File: src/rtl/imm_encoder.sv
// Immediate encoder: packs a 32-bit immediate plus register fields into instruction bits [31:7].
// Optional macro ROUNDTRIP_CHECK_EN adds a re-decode comparator and the rt_mismatch output.
module imm_encoder #(
  parameter int ERR_CNT_W = 8
) (
  input  logic                 clk,
  input  logic                 rst_n,
  input  logic                 in_valid,
  output logic                 in_ready,
  input  logic [31:0]          imm,
  input  logic [2:0]           ImmSrc,
  input  logic [4:0]           rd,
  input  logic [4:0]           rs1,
  input  logic [4:0]           rs2,
  input  logic [2:0]           funct3,
  output logic                 out_valid,
  input  logic                 out_ready,
  output logic [24:0]          enc,
  output logic                 err,
  output logic [1:0]           err_code,
  output logic [ERR_CNT_W-1:0] err_cnt
`ifdef ROUNDTRIP_CHECK_EN
  ,
  output logic                 rt_mismatch
`endif
);

  localparam logic [2:0] SRC_I = 3'd0;
  localparam logic [2:0] SRC_S = 3'd1;
  localparam logic [2:0] SRC_B = 3'd2;
  localparam logic [2:0] SRC_U = 3'd3;
  localparam logic [2:0] SRC_J = 3'd4;

  typedef enum logic [1:0] {IDLE, CHECK, HOLD} stateT;

  typedef struct packed {
    logic [31:0] imm;
    logic [2:0]  src;
    logic [4:0]  rd;
    logic [4:0]  rs1;
    logic [4:0]  rs2;
    logic [2:0]  f3;
  } reqT;

  stateT state;
  reqT   req;

  logic        misaligned, outOfRange, illegalSrc;
  logic [1:0]  codeNext;
  logic [24:0] encPack;

  // Format check and packing work from the registered request only.
  always_comb begin
    illegalSrc = 1'b0;
    misaligned = 1'b0;
    outOfRange = 1'b0;
    encPack    = '0;
    case (req.src)
      SRC_I: begin
        outOfRange = !((&req.imm[31:11]) || !(|req.imm[31:11]));
        encPack    = {req.imm[11:0], req.rs1, req.f3, req.rd};
      end
      SRC_S: begin
        outOfRange = !((&req.imm[31:11]) || !(|req.imm[31:11]));
        encPack    = {req.imm[11:5], req.rs2, req.rs1, req.f3, req.imm[4:0]};
      end
      SRC_B: begin
        misaligned = req.imm[0];
        outOfRange = !((&req.imm[31:12]) || !(|req.imm[31:12]));
        encPack    = {req.imm[12], req.imm[10:5], req.rs2, req.rs1, req.f3,
                      req.imm[4:1], req.imm[11]};
      end
      SRC_U: begin
        misaligned = |req.imm[11:0];
        encPack    = {req.imm[31:12], req.rd};
      end
      SRC_J: begin
        misaligned = req.imm[0];
        outOfRange = !((&req.imm[31:20]) || !(|req.imm[31:20]));
        encPack    = {req.imm[20], req.imm[10:1], req.imm[11], req.imm[19:12], req.rd};
      end
      default: illegalSrc = 1'b1;
    endcase
    codeNext = illegalSrc ? 2'b11 :
               misaligned ? 2'b10 :
               outOfRange ? 2'b01 : 2'b00;
  end

`ifdef ROUNDTRIP_CHECK_EN
  logic [31:0] instr, immBack;
  logic        rtNext;

  // Decode the packed word the same way the immediate generator does.
  always_comb begin
    instr   = {encPack, 7'b0};
    immBack = '0;
    rtNext  = 1'b0;
    case (req.src)
      SRC_I: immBack = {{20{instr[31]}}, instr[31:20]};
      SRC_S: immBack = {{20{instr[31]}}, instr[31:25], instr[11:7]};
      SRC_B: immBack = {{19{instr[31]}}, instr[31], instr[7], instr[30:25], instr[11:8], 1'b0};
      SRC_U: immBack = {instr[31:12], 12'b0};
      SRC_J: immBack = {{11{instr[31]}}, instr[31], instr[19:12], instr[20], instr[30:21], 1'b0};
      default: immBack = '0;
    endcase
    if (codeNext == 2'b00)
      rtNext = (req.src == SRC_U) ? (immBack[31:12] != req.imm[31:12]) : (immBack != req.imm);
  end

  always @(posedge clk)
    if (rst_n && state == CHECK)
      assert (!rtNext) else $error("imm_encoder: round-trip mismatch on legal request");

  always_ff @(posedge clk or negedge rst_n)
    if (!rst_n)              rt_mismatch <= 1'b0;
    else if (state == CHECK) rt_mismatch <= rtNext;
`endif

  always_ff @(posedge clk or negedge rst_n) begin
    if (!rst_n) begin
      state     <= IDLE;
      req       <= '0;
      in_ready  <= 1'b1;
      out_valid <= 1'b0;
      enc       <= '0;
      err       <= 1'b0;
      err_code  <= 2'b00;
      err_cnt   <= '0;
    end else begin
      case (state)
        IDLE: if (in_valid) begin
          req      <= '{imm: imm, src: ImmSrc, rd: rd, rs1: rs1, rs2: rs2, f3: funct3};
          in_ready <= 1'b0;
          state    <= CHECK;
        end
        CHECK: begin
          enc       <= (codeNext == 2'b00) ? encPack : '0;
          err       <= (codeNext != 2'b00);
          err_code  <= codeNext;
          out_valid <= 1'b1;
          if (codeNext != 2'b00 && !(&err_cnt))
            err_cnt <= err_cnt + ERR_CNT_W'(1);
          state     <= HOLD;
        end
        HOLD: if (out_ready) begin
          out_valid <= 1'b0;
          in_ready  <= 1'b1;
          state     <= IDLE;
        end
        default: state <= IDLE;
      endcase
    end
  end

endmodule

File: config.mk
export PLATFORM = sky130hd
export DESIGN_NAME = imm_encoder
export DESIGN_NICKNAME = d
export VERILOG_FILES = /design/src/rtl/imm_encoder.sv
export SDC_FILE = /design/constraint.sdc
export NUM_CORES = 1
export LEC_CHECK = 0
export CAP_MARGIN = 10
export CORE_UTILIZATION = 45
export DETAILED_ROUTE_END_ITERATION = 8
export PLACE_DENSITY = 0.72
export SLEW_MARGIN = 20
export SYNTH_ARGS = -nofsm -noshare
export SYNTH_HDL_FRONTEND = slang
export SYNTH_SLANG_ARGS = --single-unit
File: constraint.sdc
create_clock -name clk -period 2.3 [get_ports clk]
set_input_delay 0.345 -clock clk [delete_from_list [all_inputs] [get_ports clk]]
set_output_delay 0.345 -clock clk [all_outputs]
set_load 0.03 [all_outputs]
# Word-level counts from Yosys, hierarchy flattened
# Index checks and enable logic that the tools add are counted.
dict set report word_totals {
  out_inout_bits 38
  reg_bits 93
  elab_cells 70
}
dict set report classes {
  reduce_logical 33
  n_eq_ne 8
  mux 15
  addsub 1
}
# operator n
set op_table {}
lappend op_table {{$pmux W25 S5} 1}
lappend op_table {{$mux W25} 1}
lappend op_table {{$reduce_or A12 Y1} 2}
lappend op_table {{$reduce_and A21 Y1} 1}
lappend op_table {{$reduce_or A21 Y1} 1}
lappend op_table {{$reduce_and A20 Y1} 1}
lappend op_table {{$reduce_or A20 Y1} 1}
lappend op_table {{$reduce_and A12 Y1} 1}
lappend op_table {{$add A8 B1 Y8 const B} 1}
lappend op_table {{$mux W2} 4}
lappend op_table {{$reduce_and A2 Y1} 4}
lappend op_table {{$reduce_and A8 Y1} 1}
lappend op_table {{$logic_not A1 Y1} 7}
lappend op_table {{$eq A3 B2 Y1 const B} 2}
lappend op_table {{$pmux W1 S2} 3}
lappend op_table {{$pmux W2 S3} 1}
lappend op_table {{$reduce_bool A2 Y1} 3}
lappend op_table {{$reduce_or A5 Y1} 1}
lappend op_table {{$logic_not A2 Y1} 2}
lappend op_table {{$mux W1} 4}
lappend op_table {{$ne A2 B2 Y1 const B} 2}
lappend op_table {{$reduce_or A2 Y1} 2}
lappend op_table {{$eq A3 B1 Y1 const B} 1}
lappend op_table {{$eq A3 B3 Y1 const B} 1}
lappend op_table {{7 further kinds} 9}

# Depth between registers and ports, before layout
dict set report depth {
  word_depth 11
  ltp_mapped 9
}

# Least setup slack after synthesis
# No wires, ideal clock.
dict set report synth_path {
  kind {reg-to-reg}
  startpoint {register req[20] in the netlist's numbering}
  endpoint {register err_cnt[1]}
  setup_time_ps 125
  required_time_ps 2175
  path_stages_with_launch 9
  path_buffers 1
  setup_slack_ps 372
  arrival_ps 1803
  path_cell_list {dfrtp_1 buf_2 or3b_1 a21oi_1 o22ai_1 o32a_2 nand2_4 nand3_4 mux2_4}
}
dict set report synth_between {
  elab_chain_cells 9
}
# item line
set synth_lines {}
lappend synth_lines {{start: declaration} 46} ;# reqT req;
lappend synth_lines {{start signal: assignment} 132} ;# req <= '{imm: imm, src: ImmSrc, rd: rd, rs1: rs1, rs2: rs2, f3: funct3};
lappend synth_lines {{$eq A3 B1 Y1 / $logic_not A3 Y1 (equally long branches)} 58} ;# case (req.src)
lappend synth_lines {{$reduce_or A2 Y1 (no line)} -}
lappend synth_lines {{$pmux W1 S3} 58}
lappend synth_lines {{$mux W1} 86} ;# outOfRange ? 2'b01 : 2'b00;
lappend synth_lines {{$mux W2} 85} ;# misaligned ? 2'b10 :
lappend synth_lines {{$mux W2 (*)} 84} ;# codeNext = illegalSrc ? 2'b11 :
lappend synth_lines {{$reduce_bool A2 Y1 (*)} 141} ;# if (codeNext != 2'b00 && !(&err_cnt))
lappend synth_lines {{$logic_and A1 B1 Y1 (*)} 141}
lappend synth_lines {{$reduce_and A2 Y1 (no line) (*)} -}
lappend synth_lines {{end signal: assignment} 142} ;# err_cnt <= err_cnt + ERR_CNT_W'(1);
lappend synth_lines {{end: declaration} 21} ;# output logic [ERR_CNT_W-1:0] err_cnt
# Every way passes the cells marked *; elsewhere a longest branch is shown, timed or not.
# A chain may end at the register's enable or synchronous reset.

# Final worst setup path
dict set report layout_path {
  startpoint {register req[48] in the netlist's numbering}
  endpoint {register err_cnt[1]}
}
dict set report layout_between {
  elab_chain_cells 11
}
# item line
set layout_lines {}
lappend layout_lines {{$reduce_or A21 Y1 (tied with other cells)} {60, 64}}
lappend layout_lines {{$logic_not A1 Y1 (on tied branches)} -}
lappend layout_lines {{$logic_or A1 B1 Y1 (on tied branches)} -}
lappend layout_lines {{$logic_not A1 Y1 (on tied branches)} -}
lappend layout_lines {{$pmux W1 S3 (*)} 58}
lappend layout_lines {{$mux W1 (*)} 86}
lappend layout_lines {{$mux W2 (*)} 85}
lappend layout_lines {{$mux W2 (*)} 84}
lappend layout_lines {{$reduce_bool A2 Y1 (*)} 141}
lappend layout_lines {{$logic_and A1 B1 Y1 (*)} 141}
lappend layout_lines {{$reduce_and A2 Y1 (no line) (*)} -}
# Marks and branches as above.

==> impl_metrics.tcl <==
set metrics [dict create \
    start_util_pct 47.11 \
    critical_path.cell_chain "nor4_1, nand3_1, o32ai_1, o32a_2, nand2_4, nand3_4, mux2_4" \
    yosysMostFrequentCell "dfrtp_1" \
    die-area_mm2 0.01026 \
    ys_types 47 \
    ys_warn_count 0 \
    p_int_mw 4.999 \
    p_per_area_mw_per_mm2 1443 \
    worst-path-stages 7 \
    cp_max_fo 8 \
    whs_ps 443.8 \
    final_nets 559 \
    combinationalPowerShare_pct 49.4 \
    die_h_um 101.3 \
    critical_path.startpoint "req[48]" \
    drtIter0Drc 153 \
    ys_seq_area_share_pct 52.50 \
    rsz0062_at_grt "no" \
    ir_drop_mv 0.5200 \
    synth_top_area_cell "dfrtp_1" \
    post-cts-setup-buffer-count 0 \
    power.switching_mw 3.433 \
    grt_overflow_total 0 \
    synth_seq_cells 93 \
    cts_buffers 9 \
    grt_use_total_pct 22.12 \
    vias 3393 \
    fin_crit_sh_pct 91.95 \
    area_growth_pct 31.76 \
    hold_violations 0 \
    max_freq_mhz 472.8 \
    leakage_nw 2.367 \
    port_buffers 94 \
    clock_skew_ps 12.00 \
    max-cap-violations 0 \
    syn-num-nets 457 \
    seqPwrFrac_pct 36.3 \
    pre_cts_ws_ps 212.8 \
    fill_cells 780 \
    setup_tns_ps 0 \
    ys_async_sr_fraction_pct 100.0 \
    rows 35 \
    finalSetupViolations 0 \
    cts_root_buffer "clkbuf_8" \
    cts.clk_slew.worst_paths_ps 100 \
    die_w_um 101.3 \
    dpl.hpwl_mm 7.772 \
    synthTopCellsByCount "92 x dfrtp_1, 46 x mux2_2, 34 x a21oi_1" \
    grt_first_pass_wirelength_mm 17.18 \
    worst_r2r_path_depth 7 \
    grt_start_max_net_pins 44 \
    critPathKind "reg -> reg" \
    endpoint "err_cnt[1]" \
    gp_congestion 0.8435 \
    post_drt_wl_per_cell_um 16.40 \
    crit_family "simple AND/OR/NAND/NOR gates" \
    startpoint_type "flip-flop" \
    fin_ws_ps 185.0 \
    grt_pass1_vias 3431 \
    clock_sinks 93 \
    finalCoreUtilization_pct 62.07 \
    end_kind "flip-flop" \
    crit_required_ps 2550 \
    worst_pin_slew_ps 687.0 \
    cts_tree "built" \
    core_region_area_mm2 0.009415 \
    synth_cells 399 \
    cts_max_path_buffers 2 \
    io-pin-count 95 \
    detail-route-antenna-nets 0 \
    worst_r2r_startpoint "req[48]" \
    final.min_clock_period_ps 2115 \
    crit_buf_inv 0 \
    ff2ff_setup_slack_ps 190 \
    synth_area_leaders "dfrtp_1 52%, mux2_2 12%, a21oi_1 3.8%" \
    antenna_found_initial 0 \
    wl_mm 10.42 \
    clkPwrFrac_pct 14.3 \
    swShare_pct 40.72 \
    syn_avg_cell_area_um2 11.12 \
    hold_path.class "in -> async" \
    cpPeakStageDelay_ps 420 \
    via_per_inst 5.343 \
    yosys.area.top_type_share_pct 51.90 \
    maxSlewViolCount 0 \
    n_antenna_cell 0 \
    ctsResizeCount 0 \
    slew_headroom_pct 54.10 \
    drc 0 \
    rr_endpoint "err_cnt[1]" \
    cp_slowest_cell "dfrtp_1" \
    cts-htree-levels 3 \
    synth-main-ff-cell "dfrtp_1" \
    outcome "finished, final reports clean" \
    finalPower_mw 8.432 \
    synth-edff-count 0 \
    hold_buffers 1 \
    syn_area_mm2 0.004436 \
    crit_arrival_ps 2370 \
    drtPass1Iterations 4 \
    clk_latency_ps 360 \
    drive_gt1_share_pct 18.58 \
]
## registers in the layout (all words and copies together), names as in the netlist
register	count
req	53
enc	25
err_cnt	8
err_code	2
state	2
err	1
in_ready	1
out_valid	1
## kinds of logic after synthesis
| group | after synthesis | share of synthesized area, % |
|---|---|---|
| flip-flops | 93 | 52.50 |
| AND/OR/NAND/NOR | 109 | 13.09 |
| XOR/XNOR | 7 | 1.382 |
| multiplexers | 64 | 16.28 |
| adder cells (fa/ha/maj) | 1 | 0.2820 |
| buffers and inverters | 27 | 2.905 |
| AO/OA/AOI/OAI | 98 | 13.57 |
## stage by stage
step | instances | area, µm²
6_report | 635 | 5844
5_1_grt | 635 | 5844
4_1_cts | 635 | 5844
3_5_place_dp | 618 | 5613
3_3_place_gp | 618 | 5613
2_1_floorplan | 399 | 4436
## worst reg2reg max path, cell delays in order, from the launching register on
cell and delay [ps]:
dfrtp_1 420, nor4_1 350, nand3_1 180, o32ai_1 300, o32a_2 250, nand2_4 110
nand3_4 110, mux2_4 300
## layout make-up
type	count	area [µm²]	area share, %
clock buffer	9	123.9	2.119
sequential	93	2328	39.84
multi-input combinational	279	1986	33.98
timing repair buffer	115	1136	19.44
tap	129	161.4	2.762
clock inverter	7	97.59	1.670
inverter	3	11.26	0.1927
## routing by layer
metal	track usage [%]	part of all wire, %	up-vias
met2	35.16	48	79
met1	30.89	47	1658
met5	0	0	-
met3	4.210	3.7	8
met4	6.577	1.4	0
li1	-	-	1648
## power groups by stage
stage	clock network, mW	logic, mW	registers, mW
detailed placement	0	4.17	3.08
CTS	1.23	4.19	3.05
global placement	0	4.09	3.03
floorplan	0	2.40	3.37
global route	1.31	4.54	3.17
finish	1.21	4.17	3.06
## placed cells by master (no fill, tap or decap), types with 3 or more instances in the layout
master and count:
dfrtp_1 92, nor2b_1 23, o21ai_1 26, nand4_1 6, a21oi_1 34, mux2_2 46
clkbuf_8 9, mux2_1 15, o21ai_0 3, buf_12 3, clkdlybuf4s50_1 93, buf_4 18
and3_1 3, o22a_1 8, a22oi_1 15, nand3_1 7, xnor2_1 5, nor4_1 8
nand2_1 31, inv_1 3, nor2_1 17
## worst min-delay path by stage
stage | slack, ps | to
2_1_floorplan | 50 | enc[0]
3_3_place_gp | 290 | req[35]
3_5_place_dp | 300 | req[35]
4_1_cts | 440 | req[0]
5_1_grt | 480 | req[28]
6_report | 440 | req[34]
Power figures use the tool's default switching activity.
